**config.mk**
```make
export PLATFORM = sky130hd
export DESIGN_NAME = stack_sequencer
export DESIGN_NICKNAME = d
export VERILOG_FILES = /design/src/rtl/stack_sequencer_pkg.sv /design/src/rtl/stack_sequencer.sv
export SDC_FILE = /design/constraint.sdc
export NUM_CORES = 1
export LEC_CHECK = 0
export ABC_AREA = 1
export ABC_CLOCK_PERIOD_IN_PS = 1800
export CELL_PAD_IN_SITES_DETAIL_PLACEMENT = 0
export CELL_PAD_IN_SITES_GLOBAL_PLACEMENT = 1
export CORE_ASPECT_RATIO = 0.8
export CORE_MARGIN = 2
export CORE_UTILIZATION = 33
export DETAILED_ROUTE_END_ITERATION = 10
export GPL_ROUTABILITY_DRIVEN = 0
export MAX_ROUTING_LAYER = met4
export PLACE_DENSITY = 0.87
export REMOVE_ABC_BUFFERS = 1
export SKIP_LAST_GASP = 1
export SLEW_MARGIN = 0
export SYNTH_ARGS = -nofsm -noshare
export SYNTH_HDL_FRONTEND = slang
export SYNTH_SLANG_ARGS = --single-unit
```
**constraint.sdc**
```tcl
create_clock -name clk -period 1.8 [get_ports clk]
set_clock_uncertainty 0.2 [all_clocks]
set_input_delay 0.36 -clock clk [delete_from_list [all_inputs] [get_ports clk]]
set_output_delay 0.36 -clock clk [all_outputs]
set_load 0.03 [all_outputs]
```
**src/rtl/stack_sequencer_pkg.sv**
```systemverilog
// Shared types and constants for the decode-stage stack sequencer.
package stack_sequencer_pkg;

  typedef enum logic [3:0] {
    IDLE,
    CALL_H,
    CALL_L,
    RET_L,
    RET_H,
    RTI_F,
    RTI_L,
    RTI_H,
    INT_H,
    INT_L,
    INT_F
  } state_t;

  localparam logic [1:0] PP_NONE = 2'b00;
  localparam logic [1:0] PP_PUSH = 2'b01;
  localparam logic [1:0] PP_POP  = 2'b10;

  localparam logic [1:0] STEP_NONE  = 2'b00;
  localparam logic [1:0] STEP_HI    = 2'b01;
  localparam logic [1:0] STEP_LO    = 2'b10;
  localparam logic [1:0] STEP_FLAGS = 2'b11;

  localparam int unsigned FLUSH_CNT_DEF = 2;

endpackage

```
**src/rtl/stack_sequencer.sv**
```systemverilog
// Expands CALL/RET/RTI and hardware interrupts into registered push/pop
// micro-steps for the decode/execute buffer, holding fetch while busy.
module stack_sequencer
  import stack_sequencer_pkg::*;
#(
  parameter int unsigned PC_W      = 32,
  parameter int unsigned DATA_W    = 16,
  parameter int unsigned FLAG_W    = 3,
  parameter int unsigned FLUSH_CNT = FLUSH_CNT_DEF
) (
  input  logic              clk,
  input  logic              rst_n,
  input  logic              stall_i,
  input  logic              is_call,
  input  logic              is_ret,
  input  logic              is_rti,
  input  logic              intr,
  input  logic [PC_W-1:0]   pc,
  input  logic [FLAG_W-1:0] flags,
  output logic              busy,
  output logic [1:0]        first_time_call,
  output logic [1:0]        first_time_ret,
  output logic [1:0]        first_time_int,
  output logic [1:0]        push_pop,
  output logic [DATA_W-1:0] push_data,
  output logic [1:0]        flush_num
);

  localparam logic [1:0] FLUSH_V = 2'(FLUSH_CNT);

  state_t              state_q, state_d;
  logic [PC_W-1:0]     pc_q, pc_src;
  logic [FLAG_W-1:0]   flags_q, flags_src;
  logic                int_pend_q;
  logic                accept;
  logic                enter_int;
  logic [1:0]          call_d, ret_d, int_d, pp_d, flush_d;
  logic [DATA_W-1:0]   data_d;

  // Start acceptance, next state, and the step outputs of the next state.
  // Outputs are computed for state_d so they appear registered with that state;
  // in the accept cycle the live inputs stand in for the not-yet-captured values.
  always_comb begin
    accept    = (state_q == IDLE) && !stall_i &&
                (is_call || is_ret || is_rti || int_pend_q);
    busy      = accept || (state_q != IDLE);
    pc_src    = accept ? pc : pc_q;
    flags_src = accept ? flags : flags_q;

    state_d = state_q;
    case (state_q)
      IDLE: begin
        if (!stall_i) begin
          if (is_call)         state_d = CALL_H;
          else if (is_ret)     state_d = RET_L;
          else if (is_rti)     state_d = RTI_F;
          else if (int_pend_q) state_d = INT_H;
        end
      end
      CALL_H:  state_d = CALL_L;
      CALL_L:  state_d = IDLE;
      RET_L:   state_d = RET_H;
      RET_H:   state_d = IDLE;
      RTI_F:   state_d = RTI_L;
      RTI_L:   state_d = RTI_H;
      RTI_H:   state_d = IDLE;
      INT_H:   state_d = INT_L;
      INT_L:   state_d = INT_F;
      INT_F:   state_d = IDLE;
      default: state_d = IDLE;
    endcase
    enter_int = accept && (state_d == INT_H);

    call_d  = STEP_NONE;
    ret_d   = STEP_NONE;
    int_d   = STEP_NONE;
    pp_d    = PP_NONE;
    flush_d = 2'b00;
    data_d  = push_data;
    case (state_d)
      CALL_H: begin call_d = STEP_HI; pp_d = PP_PUSH; data_d = pc_src[DATA_W +: DATA_W]; end
      CALL_L: begin call_d = STEP_LO; pp_d = PP_PUSH; data_d = pc_src[0 +: DATA_W]; flush_d = FLUSH_V; end
      RET_L:  begin ret_d = STEP_HI;    pp_d = PP_POP; end
      RET_H:  begin ret_d = STEP_LO;    pp_d = PP_POP; flush_d = FLUSH_V; end
      RTI_F:  begin ret_d = STEP_FLAGS; pp_d = PP_POP; end
      RTI_L:  begin ret_d = STEP_HI;    pp_d = PP_POP; end
      RTI_H:  begin ret_d = STEP_LO;    pp_d = PP_POP; flush_d = FLUSH_V; end
      INT_H:  begin int_d = STEP_HI; pp_d = PP_PUSH; data_d = pc_src[DATA_W +: DATA_W]; end
      INT_L:  begin int_d = STEP_LO; pp_d = PP_PUSH; data_d = pc_src[0 +: DATA_W]; end
      INT_F:  begin int_d = STEP_FLAGS; pp_d = PP_PUSH; data_d = DATA_W'(flags_src); flush_d = FLUSH_V; end
      default: ;
    endcase
  end

  // State, capture and output registers; stall freezes all but the pending latch.
  always_ff @(posedge clk or negedge rst_n) begin
    if (!rst_n) begin
      state_q         <= IDLE;
      pc_q            <= '0;
      flags_q         <= '0;
      int_pend_q      <= 1'b0;
      first_time_call <= '0;
      first_time_ret  <= '0;
      first_time_int  <= '0;
      push_pop        <= '0;
      push_data       <= '0;
      flush_num       <= '0;
    end else begin
      int_pend_q <= enter_int ? 1'b0 : (int_pend_q | intr);
      if (!stall_i) begin
        state_q         <= state_d;
        first_time_call <= call_d;
        first_time_ret  <= ret_d;
        first_time_int  <= int_d;
        push_pop        <= pp_d;
        push_data       <= data_d;
        flush_num       <= flush_d;
        if (accept) begin
          pc_q    <= pc;
          flags_q <= flags;
        end
      end
    end
  end

endmodule

```
# Yosys cells after proc, flatten, opt, wreduce, memory -nomap -nowiden
# Index checks and enable logic that the tools add are counted.
dict set report op_classes {
  n_addsub 0
  n_mul 0
  div 0
  magnitude_cmp 0
  eq_ne 16
  shifts 0
  mux 15
  n_bitwise 2
  n_reduce_logical 19
}
# op n
set ops {}
lappend ops {{$pmux W16 S3} 1}
lappend ops {{$mux W32} 1}
lappend ops {{$pmux W4 S7} 1}
lappend ops {{$eq A4 B3 Y1 const B} 6}
lappend ops {{$eq A4 B4 Y1 const B} 5}
lappend ops {{$mux W4} 5}
lappend ops {{$eq A4 B2 Y1 const B} 3}
lappend ops {{$pmux W2 S3} 2}
lappend ops {{$reduce_or A5 Y1} 2}
lappend ops {{$eq A4 B1 Y1 const B} 2}
lappend ops {{$pmux W2 S2} 2}
lappend ops {{$reduce_or A2 Y1} 4}
lappend ops {{$logic_not A4 Y1} 1}
lappend ops {{$logic_or A1 B1 Y1} 4}
lappend ops {{$reduce_bool A4 Y1} 1}
lappend ops {{$reduce_or A4 Y1} 1}
lappend ops {{$logic_and A1 B1 Y1} 3}
lappend ops {{$mux W3} 1}
lappend ops {{$reduce_bool A3 Y1} 1}
lappend ops {{$mux W2} 1}
lappend ops {{$reduce_and A2 Y1} 1}
lappend ops {{$logic_not A1 Y1} 1}
lappend ops {{$mux W1} 1}
lappend ops {{$not A1 Y1} 1}
lappend ops {{$or A1 B1 Y1} 1}
dict set report totals {
  reg_bits 66
  latch_bits 0
  mem_bits_rw 0
  rom_bits 0
  in_bits 42
  out_inout_bits 27
  wordCells 62
  memories 0
}

# Longest topological paths before layout
dict set report depth {
  depth_word 10
  ltp_mapped 13
  ltp_nobuf 12
}

# Worst setup path before layout
# No wires, ideal clock.
dict set report synth_path {
  path_kind {input-to-reg}
  startpoint {input stall_i}
  endpoint {register push_data[10]}
  setup_time_ns 0.118
  arrival_ns 1.625
  required_time_ns 1.482
  setup_slack_ns -0.143
  path_stages 12
  n_path_buf 2
  cell_sequence {buf_2 -> inv_2 -> nand3_2 -> clkinv_2 -> nand2_1 -> nand2_1 -> nand3_2 -> o21ai_4 -> nand2_4 -> buf_6 -> nand2_1 -> nand2_1}
}
dict set report synth_via {
  elab_chain_len 6
  elab_cells_between_ends 17
  classes_between {eq/ne (5); mux (4); bitwise (1); reduce/logical (7)}
}
# element line
set synth_lines {}
lappend synth_lines {{from (decl)} stack_sequencer.sv:13} ;# input logic stall_i,
lappend synth_lines {{$mux W4} stack_sequencer.sv:53} ;# if (!stall_i) begin
lappend synth_lines {{$pmux W4 S7} stack_sequencer.sv:51} ;# case (state_q)
lappend synth_lines {{$eq A4 B4 Y1 (tied with other cells)} stack_sequencer.sv:80} ;# case (state_d)
lappend synth_lines {{$reduce_or A2 Y1 (no line)} -}
lappend synth_lines {{$reduce_bool A3 Y1 (no line)} -}
lappend synth_lines {{$reduce_and A2 Y1 (no line)} -}
lappend synth_lines {{to (signal assigned)} stack_sequencer.sv:116} ;# push_data <= data_d;
lappend synth_lines {{to (decl)} stack_sequencer.sv:25} ;# output logic [DATA_W-1:0] push_data,
# Several ways; a longest one is shown, not always the timed one.
# A chain may end at the register's enable or synchronous reset.

# Final worst setup path
dict set report layout_path {
  startpoint {register state_q[2]}
  endpoint {register push_data[0]}
}
dict set report layout_via {
  elab_chain_len 10
  elab_cells_between_ends 27
  classes_between {eq/ne (11); mux (9); reduce/logical (7)}
}
# element line
set layout_lines {}
lappend layout_lines {{from (decl)} stack_sequencer.sv:31} ;# state_t state_q, state_d;
lappend layout_lines {{from (signal assigned)} stack_sequencer.sv:111} ;# state_q <= state_d;
lappend layout_lines {{$mux W4} stack_sequencer.sv:57} ;# else if (int_pend_q) state_d = INT_H;
lappend layout_lines {{$mux W4} stack_sequencer.sv:56} ;# else if (is_rti) state_d = RTI_F;
lappend layout_lines {{$mux W4} stack_sequencer.sv:55} ;# else if (is_ret) state_d = RET_L;
lappend layout_lines {{$mux W4} stack_sequencer.sv:54} ;# if (is_call) state_d = CALL_H;
lappend layout_lines {{$mux W4} stack_sequencer.sv:53}
lappend layout_lines {{$pmux W4 S7} stack_sequencer.sv:51}
lappend layout_lines {{$eq A4 B4 Y1 (tied with other cells)} stack_sequencer.sv:80}
lappend layout_lines {{$reduce_or A2 Y1 (no line)} -}
lappend layout_lines {{$reduce_bool A3 Y1 (no line)} -}
lappend layout_lines {{$reduce_and A2 Y1 (no line)} -}
# Several ways; a longest one is shown, not always the timed one.

==> results.yml <==
run_status:
  status: "complete, but fails checks"
  violations: "setup timing"
routing:
  drt_iter0_drc: 77
  dr.pass1.iters: 4
  ant_nets: 0
  viasPerCell: 4.620
  routed_wl_um: 8597
  drc: 0
  vias: 2915
  wl_per_cell_um: 13.62
timing:
  worst_slack_ns: -0.2639
  fin_hold_ws_ns: 0.2702
  fin_tns_setup_ns: -4.198
  final_max_slew_viol_count: 0
  rsz0062_at_grt: "true"
  finalSetupViolations: 18
  layout_worst_path_cycle_share_pct: 114.7
  hold_viol_final: 0
  max_freq_ghz: 0.4845
  fin_crit_ns: 2.064
finish:
  syn_to_final_growth_pct: 56.30
  multi_input_area_um2: 1515
  fillCellCount: 844
  fin_area_um2: 4793
  layout_common_cells: "nand2_1, dfrtp_1, nand3_1, buf_4, clkdlybuf4s50_1"
  seq_area_um2: 1632
  layout.cells.most_common: "nand2_1"
  diodes: 0
  nNetsFinal: 553
  drive_gt1_share_pct: 25.78
synthesis:
  yosys_warnings: 0
  synthTopCellsByArea: "dfrtp_1, nand2_1, nand3_1"
  post-synth-top-area-cell: "dfrtp_1"
  synth-seq-area-share_pct: 53.04
  syn_area_um2: 3067
  synth.distinct_cells: 24
  ys_ff_latch: 65
  avgSynthCellArea_um2: 7.705
  postSynthCellCount: 398
  synth_top_area_share_pct: 53.04
worst_setup_path:
  crit_slowest_cell: "dfrtp_2"
  cp_cell_sequence: "buf_6 > nand2_2 > nand2_2 > nand2_2 > nor2_4 > nor2_4 > nand3_2 > o21ai_4 > buf_12 > buf_12 > nand2_8 > nand2_2 > nand2_1"
  worst_ep_arrival_time_ns: 2.08
  crit_type: "reg2reg"
  worst_setup_path_end_kind: "flip-flop"
  r2r-start: "state_q[2]$_DFFE_PN0N_"
  r2r_slack_ns: -0.26
  critPathLaunchType: "flip-flop"
  required_ns: 1.81
  path_common_cell: "nand2_2"
  setup.worst_path.end: "push_data[0]$_DFFE_PN0P_"
  crit_fanout: 8
  r2r-end: "push_data[0]$_DFFE_PN0P_"
  critPathMaxStageDelay_ns: 0.46
  critPathLaunch: "state_q[2]$_DFFE_PN0N_"
  rr_worst_depth: 13
flow_run:
  drv_cap: 0
clock_tree:
  tritoncts: "built"
  clkSlewWorstSetupHoldPaths_ns: 0.05
  clock_sinks: 65
  clockBufferDepth: 2
  clk_latency_ns: 0.33
  cts_buffers: 9
  h-tree-depth: 3
  clockRootBuffer: "clkbuf_16"
global_route:
  grt.busiest_layer: "met2"
  grt_pass1_vias: 2839
  grtUsageMet2_pct: 27.02
  grt_use_total_pct: 18.17
  grt_overflow: 0
  use_met3_pct: 4.653
  use_met1_pct: 24.91
  grt_pass1_wl_um: 14180
  grt_max_degree: 66
  antenna_found_initial: 0
pwr:
  p_leak_nw: 2.527
  p_per_area_nw_per_um2: 2092
  vdd_ir_drop_max_uv: 1063
  p_total_mw: 10.03
worst_hold_path:
  hold_class: "reg2reg"
  hold_depth: 2
die:
  io_pins: 69
  die_h_um: 90.22
  core_um2: 9037
  row_count: 31
  start_util_pct: 33.93
  dieArea_um2: 10080
  die_w_um: 111.8
place:
  pre_cts_ws_ns: -0.5483
  placed_area_um2: 4100
  hpwl_um: 5410
  port_buffers: 67
worst min-delay path by stage:
stage                                     endpoint                  from  slack, ns
floorplan           first_time_call[0]$_DFFE_PN0N_                 rst_n      -0.14
global placement              pc_q[20]$_DFFE_PN0N_                 rst_n       0.20
detailed placement            pc_q[21]$_DFFE_PN0N_                 rst_n       0.21
CTS                           pc_q[16]$_DFFE_PN0N_  pc_q[16]$_DFFE_PN0N_       0.27
global route                  pc_q[17]$_DFFE_PN0N_  pc_q[17]$_DFFE_PN0N_       0.29
finish                        pc_q[17]$_DFFE_PN0N_  pc_q[17]$_DFFE_PN0N_       0.27
metrics by stage:
step                utilization (%)  instances
global placement              45.37        598
finish                        53.04        631
floorplan                         -        379
CTS                           51.92        631
global route                  53.04        631
detailed placement            45.37        598
metal layers:
| metal | routed length (um) | vias to the layer above |
|---|---|---|
| met4 | 99 | 0 |
| met2 | 4061 | 61 |
| li1 | - | 1487 |
| met5 | 0 | - |
| met3 | 358 | 8 |
| met1 | 4077 | 1359 |
kinds of logic (layout without fill, tap and decap cells):
family	after synthesis	in the layout	synth area share [%]
buffers and inverters	37	153	5.548
DFF	65	65	53.04
and+or+nand+nor	282	284	38.60
other	1	1	0.1223
AOI/OAI and AO/OA	13	13	2.693
where the power goes:
| group | switching [mW] | internal [mW] | total (mW) |
|---|---|---|---|
| clock network | 0.639 | 1.07 | 1.71 |
| registers | 0.357 | 2.14 | 2.50 |
| logic | 3.31 | 2.52 | 5.82 |
what timing repair did:
action	CTS	global route
endpoints found under the setup margin	46	21
hold endpoints to repair	65	0
gates cloned	3	0
buffers inserted	13	1
pin swaps	30	18
hold buffers	1	0
resized for setup	67	32
registers in the layout, indices dropped and copies added (netlist names):
register and cells:
state_q 4, flush_num 1, first_time_call 2, push_data 16
push_pop 2, flags_q 3, int_pend_q 1, pc_q 32
first_time_int 2, first_time_ret 2
area by class of cell:
| cell class | instances | area share (%) |
|---|---|---|
| multi-input combinational | 298 | 31.61 |
| timing repair buffer | 119 | 23.68 |
| tap | 115 | 3.002 |
| clock inverter | 7 | 1.462 |
| sequential | 65 | 34.04 |
| clock buffer | 9 | 4.699 |
| inverter | 18 | 1.514 |
cell usage after synthesis:
cell type / n
nand3_2: 2
inv_1: 12
nor2_2: 3
conb_1: 1
nand2_4: 1
o21ai_4: 1
nor3_1: 1
nor2_1: 12
clkbuf_1: 9
nand3_1: 60
dfrtp_1: 65
clkinv_2: 1
buf_6: 2
o21a_1: 1
buf_4: 2
o21ai_2: 1
o21ai_1: 1
and2_1: 3
nand2_1: 196
nand3b_1: 3
o21ai_0: 9
inv_2: 5
nand2_2: 1
buf_2: 6
worst max-delay path: cells and delay by family (launching register included):
| kind | cells | cell delay (ns) |
|---|---|---|
| DFF | 1 | 0.46 |
| AOI/OAI and AO/OA | 1 | 0.19 |
| and+or+nand+nor | 9 | 0.70 |
| buffers and inverters | 3 | 0.39 |
Note: power is estimated with default switching activity, not from simulation.
